--- src/rtl/regfile_writeback_queue.sv ---
// In-order writeback queue feeding the register file write port from two producers.
// Optional WB_BYPASS_EN: an accepted request skips the queue when it is empty.
module regfile_writeback_queue #(
  parameter int DEPTH = 4,
  parameter int WIDTH = 32
) (
  input  logic                     clock,
  input  logic                     ctrl_reset,
  input  logic                     a_valid,
  output logic                     a_ready,
  input  logic [4:0]               a_reg,
  input  logic [WIDTH-1:0]         a_data,
  input  logic                     b_valid,
  output logic                     b_ready,
  input  logic [4:0]               b_reg,
  input  logic [WIDTH-1:0]         b_data,
  output logic                     ctrl_writeEnable,
  output logic [4:0]               ctrl_writeReg,
  output logic [WIDTH-1:0]         data_writeReg,
  output logic [31:0]              pending,
  output logic [$clog2(DEPTH):0]   count
);

  localparam int PW  = $clog2(DEPTH);
  localparam int CW  = PW + 1;
  localparam int CW1 = CW + 1;

  logic [4:0]       regMem  [DEPTH];
  logic [WIDTH-1:0] dataMem [DEPTH];
  logic [PW-1:0]    head, tail, offs;
  logic             pushA, pushB, pop, bypass;
  logic             enq0, enq1;
  logic [4:0]       e0Reg, enq0Reg;
  logic [WIDTH-1:0] e0Data, enq0Data;

  assign a_ready = (count != CW'(DEPTH));
  assign b_ready = (CW1'(count) + CW1'(a_valid)) < CW1'(DEPTH);

  // r0 writes finish the handshake but never enter the queue
  always_comb begin
    pushA  = a_valid && a_ready && (a_reg != 5'd0);
    pushB  = b_valid && b_ready && (b_reg != 5'd0);
    pop    = (count != '0);
    e0Reg  = pushA ? a_reg  : b_reg;
    e0Data = pushA ? a_data : b_data;
`ifdef WB_BYPASS_EN
    bypass = (count == '0) && (pushA || pushB);
`else
    bypass = 1'b0;
`endif
    // when the first request bypasses, only B (if also pushed) is queued
    enq0     = bypass ? (pushA && pushB) : (pushA || pushB);
    enq1     = !bypass && pushA && pushB;
    enq0Reg  = bypass ? b_reg  : e0Reg;
    enq0Data = bypass ? b_data : e0Data;
  end

  always_ff @(posedge clock) begin
    if (enq0) begin
      regMem[tail]  <= enq0Reg;
      dataMem[tail] <= enq0Data;
    end
    if (enq1) begin
      regMem[tail + PW'(1)]  <= b_reg;
      dataMem[tail + PW'(1)] <= b_data;
    end
  end

  always_ff @(posedge clock or posedge ctrl_reset) begin
    if (ctrl_reset) begin
      head             <= '0;
      tail             <= '0;
      count            <= '0;
      ctrl_writeEnable <= 1'b0;
      ctrl_writeReg    <= '0;
      data_writeReg    <= '0;
    end else begin
      if (pop) begin
        head             <= head + PW'(1);
        ctrl_writeEnable <= 1'b1;
        ctrl_writeReg    <= regMem[head];
        data_writeReg    <= dataMem[head];
      end else if (bypass) begin
        ctrl_writeEnable <= 1'b1;
        ctrl_writeReg    <= e0Reg;
        data_writeReg    <= e0Data;
      end else begin
        ctrl_writeEnable <= 1'b0;
      end
      tail  <= tail + PW'(enq0) + PW'(enq1);
      count <= count + CW'(enq0) + CW'(enq1) - CW'(pop);
    end
  end

  // an entry is live when its distance from head is below the occupancy
  always_comb begin
    pending = '0;
    offs    = '0;
    for (int i = 0; i < DEPTH; i++) begin
      offs = PW'(i) - head;
      if (CW'(offs) < count) pending[regMem[i]] = 1'b1;
    end
    if (ctrl_writeEnable) pending[ctrl_writeReg] = 1'b1;
    pending[0] = 1'b0;
  end

endmodule

--- config.mk ---
export PLATFORM = sky130hd
export DESIGN_NAME = regfile_writeback_queue
export DESIGN_NICKNAME = d
export VERILOG_FILES = /design/src/rtl/regfile_writeback_queue.sv
export SDC_FILE = /design/constraint.sdc
export NUM_CORES = 1
export LEC_CHECK = 0
export BUFFER_PORTS_ARGS = -buffer_cell sky130_fd_sc_hd__buf_2
export CORE_MARGIN = 10
export CORE_UTILIZATION = 25
export CTS_CLUSTER_SIZE = 8
export DETAILED_ROUTE_END_ITERATION = 7
export HOLD_SLACK_MARGIN = 0.15
export PLACE_DENSITY_LB_ADDON = 0.25
export SETUP_SLACK_MARGIN = 0.1
export SLEW_MARGIN = 20
export SYNTH_ARGS = -nofsm -noshare
export SYNTH_HDL_FRONTEND = slang
export SYNTH_SLANG_ARGS = --single-unit
--- constraint.sdc ---
create_clock -name clock -period 3.8 [get_ports clock]
set_clock_uncertainty 0.05 [all_clocks]
set_input_delay 0.38 -clock clock [delete_from_list [all_inputs] [get_ports clock]]
set_output_delay 0.38 -clock clock [all_outputs]
set_load 0.02 [all_outputs]
# Word level (Yosys, flattened, before mapping)
# Memories as Yosys holds them, arrays and structs flattened. A register that Yosys moved wholly into a read port is not among the register bits.
# Index checks and enable logic that the tools add are counted.
dict set report word_totals {
  reg_bits 8
  mem_bits_rw 148
  memories 2
  input_bits 78
  word_cells 74
  out_inout_bits 75
}
dict set report op_classes {
  bitwise 4
  order_cmp 15
  muxes 22
  add_sub_neg 12
  n_reduce_logical 14
  eq_ne 1
}
# memory words width rd rd_ports_with_merged_regs wr line_no
set memory_table {}
lappend memory_table {dataMem 4 32 1 1 2 29} ;# logic [WIDTH-1:0] dataMem [DEPTH];
lappend memory_table {regMem 4 5 5 1 2 28} ;# logic [4:0] regMem [DEPTH];
# operator count
set op_table {}
lappend op_table {{$mux W32} 6}
lappend op_table {{$or A32 B32 Y32} 4}
lappend op_table {{$lt A5 B6 Y1 const B} 5}
lappend op_table {{$demux W1 S5} 5}
lappend op_table {{$ge A5 B1 Y1 const B} 5}
lappend op_table {{$lt A2 B3 Y1} 4}
lappend op_table {{$logic_and A1 B1 Y1} 10}
lappend op_table {{$mux W1} 10}
lappend op_table {{$reduce_bool A5 Y1} 2}
lappend op_table {{$add A3 B1 Y3} 2}
lappend op_table {{$mux W5} 1}
lappend op_table {{$add A2 B1 Y2} 2}
lappend op_table {{$add A2 B1 Y2 const B} 2}
lappend op_table {{$add A3 B1 Y4} 1}
lappend op_table {{$lt A4 B3 Y1 const B} 1}
lappend op_table {{$sub A1 B2 Y2 const A} 2}
lappend op_table {{$sub A2 B2 Y2 const A} 2}
lappend op_table {{$ne A3 B3 Y1 const B} 1}
lappend op_table {{$reduce_bool A3 Y1} 1}
lappend op_table {{$sub A3 B1 Y3} 1}
lappend op_table {{$logic_or A1 B1 Y1} 1}

# Longest topological paths before layout
# Gate-level depths: netlist (run 1).
# An unclocked memory read counts as a cell.
dict set report logic_depth {
  word_depth 14
  depth_mapped 11
}

# Worst setup path before layout (run 1)
# OpenSTA, ideal clock, no wires.
dict set report synth_path {
  path_kind {register to register}
  from {reg count[1]}
  to {mem dataMem[2][0], enable pin}
  setup_time_ps 441
  period_less_slack_ps 4012
  n_path_buf 1
  slack_ps -212
  t_required_ps 3309
  path_stages_with_launch 8
  arrival_time_ps 3521
  path_cell_list {dfrtp_1 > ha_1 > o211a_1 > o22a_1 > buf_6 > inv_1 > nand3_1 > o2bb2ai_1}
}
# item line_no
set synth_rtl {}
lappend synth_rtl {{start, declared} 21} ;# output logic [$clog2(DEPTH):0] count
lappend synth_rtl {{start signal, assigned} 91} ;# count <= count + CW'(enq0) + CW'(enq1) - CW'(pop);
lappend synth_rtl {{end, declared} 29}

# Worst setup path in the final report (run 1)
dict set report layout_path {
  from {reg count[1]}
  to {out pending[1]}
}
dict set report layout_between {
  elab_chain_cells 10
  word_cells_on_any_way 13
  classes_between {order compare: 4; mux: 5; bitwise: 4}
}
# item line_no
set layout_rtl {}
lappend layout_rtl {{$lt A2 B3 Y1} 101} ;# if (CW'(offs) < count) pending[regMem[i]] = 1'b1;
lappend layout_rtl {{$mux W32} 101}
lappend layout_rtl {{$or A32 B32 Y32 (no line)} --}
lappend layout_rtl {{$mux W32} 101}
lappend layout_rtl {{$or A32 B32 Y32 (no line)} --}
lappend layout_rtl {{$mux W32} 101}
lappend layout_rtl {{$or A32 B32 Y32 (no line)} --}
lappend layout_rtl {{$mux W32 (*)} 101}
lappend layout_rtl {{$or A32 B32 Y32 (no line)} --}
lappend layout_rtl {{$mux W32 (*)} 103} ;# if (ctrl_writeEnable) pending[ctrl_writeReg] = 1'b1;
lappend layout_rtl {{end, declared} 20} ;# output logic [31:0] pending,
# Mark *: on every way between the ends. The rest lies on a longest branch, timed or not.

==> results of run 1 <==
## stage by stage
step | util, % | instances
finish | 30.5 | 1610
global route | 30.5 | 1608
CTS | 30.5 | 1608
detailed placement | 29.0 | 1575
global placement | 29.0 | 1575
floorplan | - | 912
## logic make-up after synthesis
| family | count (synthesis) |
|---|---|
| buffers and inverters | 90 |
| other | 1 |
| XOR/XNOR | 5 |
| AND/OR/NAND/NOR | 335 |
| flip-flops | 193 |
| multiplexers | 37 |
| adder cells (fa/ha/maj) | 9 |
| AO/OA/AOI/OAI | 242 |
## flip-flops by register name, summed over array words and instances (netlist names)
signal,count
regMem,20
dataMem,128
tail,2
count,3
ctrl_writeReg,5
head,2
data_writeReg,32
ctrl_writeEnable,1
## final cells by class
| class | instances | share of cell area (%) |
|---|---|---|
| Tap cell | 539 | 5.25 |
| Clock buffer | 18 | 3.34 |
| Timing Repair Buffer | 198 | 8.75 |
| Inverter | 17 | 0.497 |
| Antenna cell | 2 | 0.0390 |
| Multi-Input combinational cell | 629 | 37.3 |
| Clock inverter | 14 | 1.45 |
| Sequential cell | 193 | 43.4 |
## routing by layer
layer / global-route usage (%) / wire length (um)
met3: 3.90 / 2940
met5: 0 / 49
met1: 18.9 / 16600
met4: 5.19 / 910
met2: 25.4 / 19200
## cell usage after synthesis, types with 3 or more instances
library cell	n	share of area, %
o211ai_1	7	0.49
and3_1	4	0.23
and2_1	6	0.35
nand2b_1	10	0.59
xnor2_1	4	0.33
o2111ai_1	11	0.90
nor3_1	10	0.47
clkbuf_1	34	1.2
buf_6	4	0.42
a2111oi_1	5	0.47
a221o_1	3	0.28
o2bb2ai_1	149	12
a222oi_1	4	0.37
a221oi_1	8	0.66
fa_1	3	0.56
a211o_1	4	0.33
edfxtp_1	148	42
a32oi_1	3	0.25
or2_2	5	0.29
ha_1	6	0.70
nor3b_1	6	0.42
nor2b_1	27	1.6
nand2_1	178	6.3
a211oi_1	8	0.56
nand4_1	14	0.82
a22oi_1	6	0.42
mux4_2	37	7.8
inv_1	17	0.60
dfrtp_1	45	11
nor4b_1	3	0.25
a21oi_1	5	0.23
buf_1	9	0.32
a31oi_1	7	0.41
nand4b_1	3	0.25
nor2_1	28	0.98
o221ai_1	6	0.49
buf_2	24	1.1
nor4_1	4	0.23
nand3_1	26	1.2
## worst max-delay path, cell delays in order (launching register included)
cell	delay, ns
dfrtp_1	0.48
inv_1	0.19
ha_1	0.35
a211oi_2	0.48
nor4bb_1	0.23
a221o_1	0.39
a311o_1	0.34
buf_2	0.17
## final timing paths
path	endpoint	slack, ns	depth (start not counted)
max	pending[1]	0.29	7
min	dataMem[2][12]$_DFFE_PP_	0.21	2
max reg2reg	dataMem[3][8]$_DFFE_PP_	0.86	6
min reg2reg	data_writeReg[30]$_DFFE_PP0N_	0.41	2
max in group asynchronous	head[0]$_DFFE_PP0N_	2.56	4
min in group asynchronous	data_writeReg[26]$_DFFE_PP0N_	0.61	4
## what timing repair did
item	CTS	global route
gates resized for setup	0	0
hold buffers	1	0
setup endpoints to repair	0	0
hold endpoints to repair	45	0
## where the power goes
| part | internal, mW | switching, mW |
|---|---|---|
| Combinational | 2.03 | 3.78 |
| Clock | 1.10 | 0.818 |
| Sequential | 3.40 | 0.542 |
| Total | 6.53 | 5.14 |
==> flow_summary_export.csv, run 1 <==
group,metric,value,unit
status,outcome,"complete, no violations",
logic_synthesis,synth_ff_type,"edfxtp_1",
die,fp.dieW,227,um
logic_synthesis,synth-seq-area-share,52.1,%
critical_path,startpoint,"count[1]$_DFF_PP0_",
cts,clockRootBuffer,"clkbuf_16",
power,peakVddDrop,0.325,mV
detailed_routing,via_count,8636,
timing,max_freq,285,MHz
logic_synthesis,async_reset_ff_share,23.3,%
placement,place_congestion,0.918,
logic_synthesis,syn_avg_cell_area,11.7,um^2
placement,dpl-instance-area,12200,um^2
power,leakage,4.74,nW
global_route,antenna_found_initial,8,
logic_synthesis,synthAdderAreaFrac,1.26,%
placement,dp_hpwl,26.8,mm
detailed_routing,vias_per_cell,5.36,
placement,io_buffers,151,
detailed_routing,finalWirelength,39.7,mm
final_layout,fin_area,12800,um^2
global_route,overflow,0,
die,core,42100,um^2
placement,pre_cts_ws,0.823,ns
final_layout,area_delta_synth_final,20.2,%
min_path,hp-class,"in2reg",
power,totalPowerFinal,11.7,mW
job,max_cap_viol_count,0,
cts,clkSlewWorstSetupHoldPaths,0.08,ns
final_layout,final_cell_mix,"178 x nand2_1, 151 x buf_2, 148 x o2bb2ai_1, 148 x edfxtp_1, 45 x buf_4",
logic_synthesis,synth_compound_area_share,19.8,%
detailed_routing,drt_iter0_drc,760,
cts,ctsHtreeMaxLevel,4,
timing,rsz0062_at_grt,"false",
logic_synthesis,syn-cell-area,10700,um^2
logic_synthesis,ys_ff_latch,193,
timing,setup_viol,0,
logic_synthesis,synth_edf_count,148,
global_route,grt_max_degree,46,
final_layout,multiInputGateArea,4790,um^2
min_path,hold_start,"b_data[12]",
logic_synthesis,syn_nets,999,
logic_synthesis,synth_warnings,0,
final_layout,fillers,4334,
timing,worst_slew_pin_slew,0.919,ns
cts,clk_latency,0.43,ns
timing,final.setup.tns,0,ns
timing,fin_crit_sh,92.4,%
timing,slew_violations,0,
logic_synthesis,synth_xor_area_share,0.410,%
die,die_y,227,um
timing,post-route-min-period,3.51,ns
detailed_routing,dr.pass1.iters,7,
detailed_routing,wire_per_inst,24.7,um
final_layout,finalNetCount,1143,
critical_path,cp.arrival,3.08,ns
logic_synthesis,syn-instance-count,912,
die,initial_core_util,25.4,%
final_layout,seq_area,5580,um^2
global_route,grt_pass1_vias,9011,
final_layout,final_common_cell,"nand2_1",
detailed_routing,drc_errors,0,
logic_synthesis,synth_top_family_by_area,"compound AO/OA/AOI/OAI gates",
timing,setup_slack,0.291,ns
power,powerDensity,908,nW/um^2
critical_path,cp-end-kind,"primary output",
die,dieArea,51400,um^2
critical_path,startpoint_type,"flip-flop",
critical_path,crit_type,"reg2out",
cts,clock_sinks,193,
global_route,grt_first_pass_wirelength,58.5,mm
critical_path,worstReg2RegStart,"count[0]$_DFF_PP0_",
timing,hold_ws,0.214,ns
logic_synthesis,yosysUniqueCellTypes,61,
cts,post-cts-setup-buffer-count,0,
final_layout,drive_above_1_share,27.2,%
global_route,gr-usage-all-layers,15.3,%
critical_path,cp_max_fo,7,
timing,max_slew_margin,38.5,%
critical_path,worst-endpoint-required,3.37,ns
die,io_pins,153,
cts,cts_tree,"built",
cts,cts_buffers,17,
die,rows,75,
detailed_routing,ant_nets,0,
logic_synthesis,synthMuxAreaShare,7.80,%
timing,hold_viol_final,0,
cts,clockBufferDepth,2,
logic_synthesis,synthSimpleGateAreaFrac,14.8,%
Power figures use the tool's default switching activity.
==> run 2: changes to the inputs <==
--- a/config.mk
+++ b/config.mk
@@ -12,6 +12,7 @@
 export DETAILED_ROUTE_END_ITERATION = 7
 export HOLD_SLACK_MARGIN = 0.15
 export PLACE_DENSITY_LB_ADDON = 0.25
+export REMOVE_ABC_BUFFERS = 1
 export SETUP_SLACK_MARGIN = 0.1
 export SLEW_MARGIN = 20
 export SYNTH_ARGS = -nofsm -noshare
==> constraint.sdc (replaced) <==
create_clock -name clock -period 3.32 [get_ports clock]
set_clock_uncertainty 0.05 [all_clocks]
set_input_delay 0.332 -clock clock [delete_from_list [all_inputs] [get_ports clock]]
set_output_delay 0.332 -clock clock [all_outputs]
set_load 0.02 [all_outputs]
==> run 2 against run 1 <==
Clock-buffer cell count shrank 1; total power grew 17%; utilization grew 0.72 points.
==> flow_summary_export.csv, run 2 (synthesis results as in run 1) <==
group,metric,value,unit
status,outcome,"complete, no violations",
die,initial_core_util,25.4,%
min_path,min_to,"dataMem[0][9]$_DFFE_PP_",
global_route,grt_first_pass_wirelength,59.3,mm
timing,worst_slew_pin_slew,0.889,ns
cts,cts_buffers,17,
cts,clk_latency,0.45,ns
timing,max_slew_margin,40.6,%
final_layout,top_regs,"dataMem x128, data_writeReg x32, regMem x20",
critical_path,path_cells,"xor2_2, ha_1, nor2b_2, a211oi_1, buf_4, a221o_1, a311o_1, buf_2",
critical_path,r2r_cells,8,
detailed_routing,finalWirelength,40.5,mm
die,core,42100,um^2
timing,setup_viol,0,
final_layout,largest-register,"dataMem",
timing,slew_violations,0,
critical_path,cp.arrival,2.79,ns
final_layout,fin_area,13200,um^2
global_route,grt_pass1_vias,9005,
die,dieArea,51400,um^2
detailed_routing,ant_nets,0,
critical_path,critPathSlowestCell,"dfrtp_4",
timing,final.setup.tns,0,ns
critical_path,rrSetupSlack,0.41,ns
die,fp.dieW,227,um
critical_path,worst-endpoint-required,2.94,ns
min_path,hold_start,"b_data[9]",
final_layout,fillers,4313,
final_layout,finalNetCount,1158,
detailed_routing,vias_per_cell,5.41,
detailed_routing,drt_iter0_drc,814,
critical_path,cp_max_fo,6,
detailed_routing,via_count,8786,
cts,clock_sinks,193,
final_layout,drive_above_1_share,29.7,%
placement,io_buffers,151,
timing,rsz0062_at_grt,"true",
critical_path,critPathBufInv,2,
global_route,grt_max_degree,42,
global_route,overflow,0,
die,rows,75,
final_layout,area_delta_synth_final,23.1,%
placement,dpl-instance-area,12300,um^2
timing,hold_viol_final,0,
critical_path,cp-end-kind,"primary output",
placement,place_congestion,0.914,
critical_path,worstReg2RegStart,"count[1]$_DFF_PP0_",
final_layout,final_util,31.2,%
cts,clockBufferDepth,2,
final_layout,diodes,0,
critical_path,timing.critical_path.depth,8,
critical_path,r2r-end,"dataMem[0][28]$_DFFE_PP_",
critical_path,crit_family,"compound AO/OA/AOI/OAI gates",
timing,post-route-min-period,3.17,ns
cts,clkSlewWorstSetupHoldPaths,0.08,ns
job,max_cap_viol_count,0,
detailed_routing,wire_per_inst,25.0,um
final_layout,multiInputGateArea,4920,um^2
min_path,hold_path_depth,2,
detailed_routing,drc_errors,0,
placement,dp_hpwl,26.6,mm
timing,max_freq,315,MHz
critical_path,crit_path_max_incr_delay,0.51,ns
global_route,gr-usage-all-layers,15.5,%
die,die_y,227,um
final_layout,largest_register_ffs,128,
cts,cts_tree,"built",
global_route,antenna_found_initial,0,
power,powerDensity,1040,nW/um^2
min_path,hp-class,"in2reg",
detailed_routing,dr.pass1.iters,5,
power,peakVddDrop,0.418,mV
timing,hold_ws,0.172,ns
final_layout,seq_area,5580,um^2
final_layout,final_cell_mix,"178 x nand2_1, 149 x buf_2, 148 x o2bb2ai_1, 148 x edfxtp_1, 47 x buf_4",
power,leakage,4.83,nW
cts,ctsHtreeMaxLevel,4,
critical_path,startpoint_type,"flip-flop",
critical_path,crit_type,"reg2out",
final_layout,final_common_cell,"nand2_1",
timing,fin_crit_sh,95.6,%
cts,clockRootBuffer,"clkbuf_16",
die,io_pins,153,
run 2: cell types whose count changed in the layout (fill, tap and decap cells not counted), sizes merged:
cell	change
dlygate4sd3	+9
clkinvlp	+3
bufinv	-3
diode	-2
clkinv	+1
clkbuf	-1
buf	+6
run 2: power breakdown:
part	switching, mW	internal (mW)
Combinational	4.50	2.58
Sequential	0.668	3.88
Clock	1.00	1.06
Total	6.17	7.52
run 2: worst max-delay path by stage:
| stage | start | end |
|---|---|---|
| finish | head[0]$_DFFE_PP0N_ | pending[1] |
| global route | head[0]$_DFFE_PP0N_ | pending[1] |
| CTS | count[1]$_DFF_PP0_ | pending[20] |
| detailed placement | count[1]$_DFF_PP0_ | pending[3] |
| global placement | head[0]$_DFFE_PP0N_ | pending[3] |
| floorplan | count[2]$_DFF_PP0_ | dataMem[2][0]$_DFFE_PP_ |
run 2: worst register-to-register path: stages (launching register included):
cell	delay (ns)
dfrtp_2	0.44
buf_4	0.16
ha_1	0.20
o211a_1	0.23
o22a_1	0.26
buf_4	0.23
o31ai_4	0.41
buf_4	0.55
o2bb2ai_1	0.22
run 2: layout make-up:
cell class	instances	share of cell area, %
clock inverter	15	1.14
inverter	17	0.533
clock buffer	17	3.23
multi-input combinational	629	37.4
tap	539	5.13
timing repair buffer	213	10.1
sequential	193	42.4
run 2: repair_timing:
| action | 4_1_cts | 5_1_grt |
|---|---|---|
| pin swaps | 1 | 0 |
| endpoints found under the hold margin | 65 | 0 |
| endpoints found under the setup margin | 22 | 29 |
| setup buffers | 1 | 7 |
| gates resized for setup | 11 | 21 |
| hold buffers | 10 | 0 |
run 2: metrics by stage:
stage               worst slack [ns]  cells  power [mW]
global route                  0.0655   1623        14.5
finish                         0.146   1623        13.7
CTS                           0.0723   1616        13.6
detailed placement             0.379   1573        11.4
floorplan                      -3.10    839        8.46
global placement               0.356   1573        11.3
run 2: metal layers:
layer  global-route usage (%)  routed length, um
met3                     2.91               2480
met4                     5.84               1120
met5                        0                  0
met2                     26.1              19900
met1                     19.4              17000
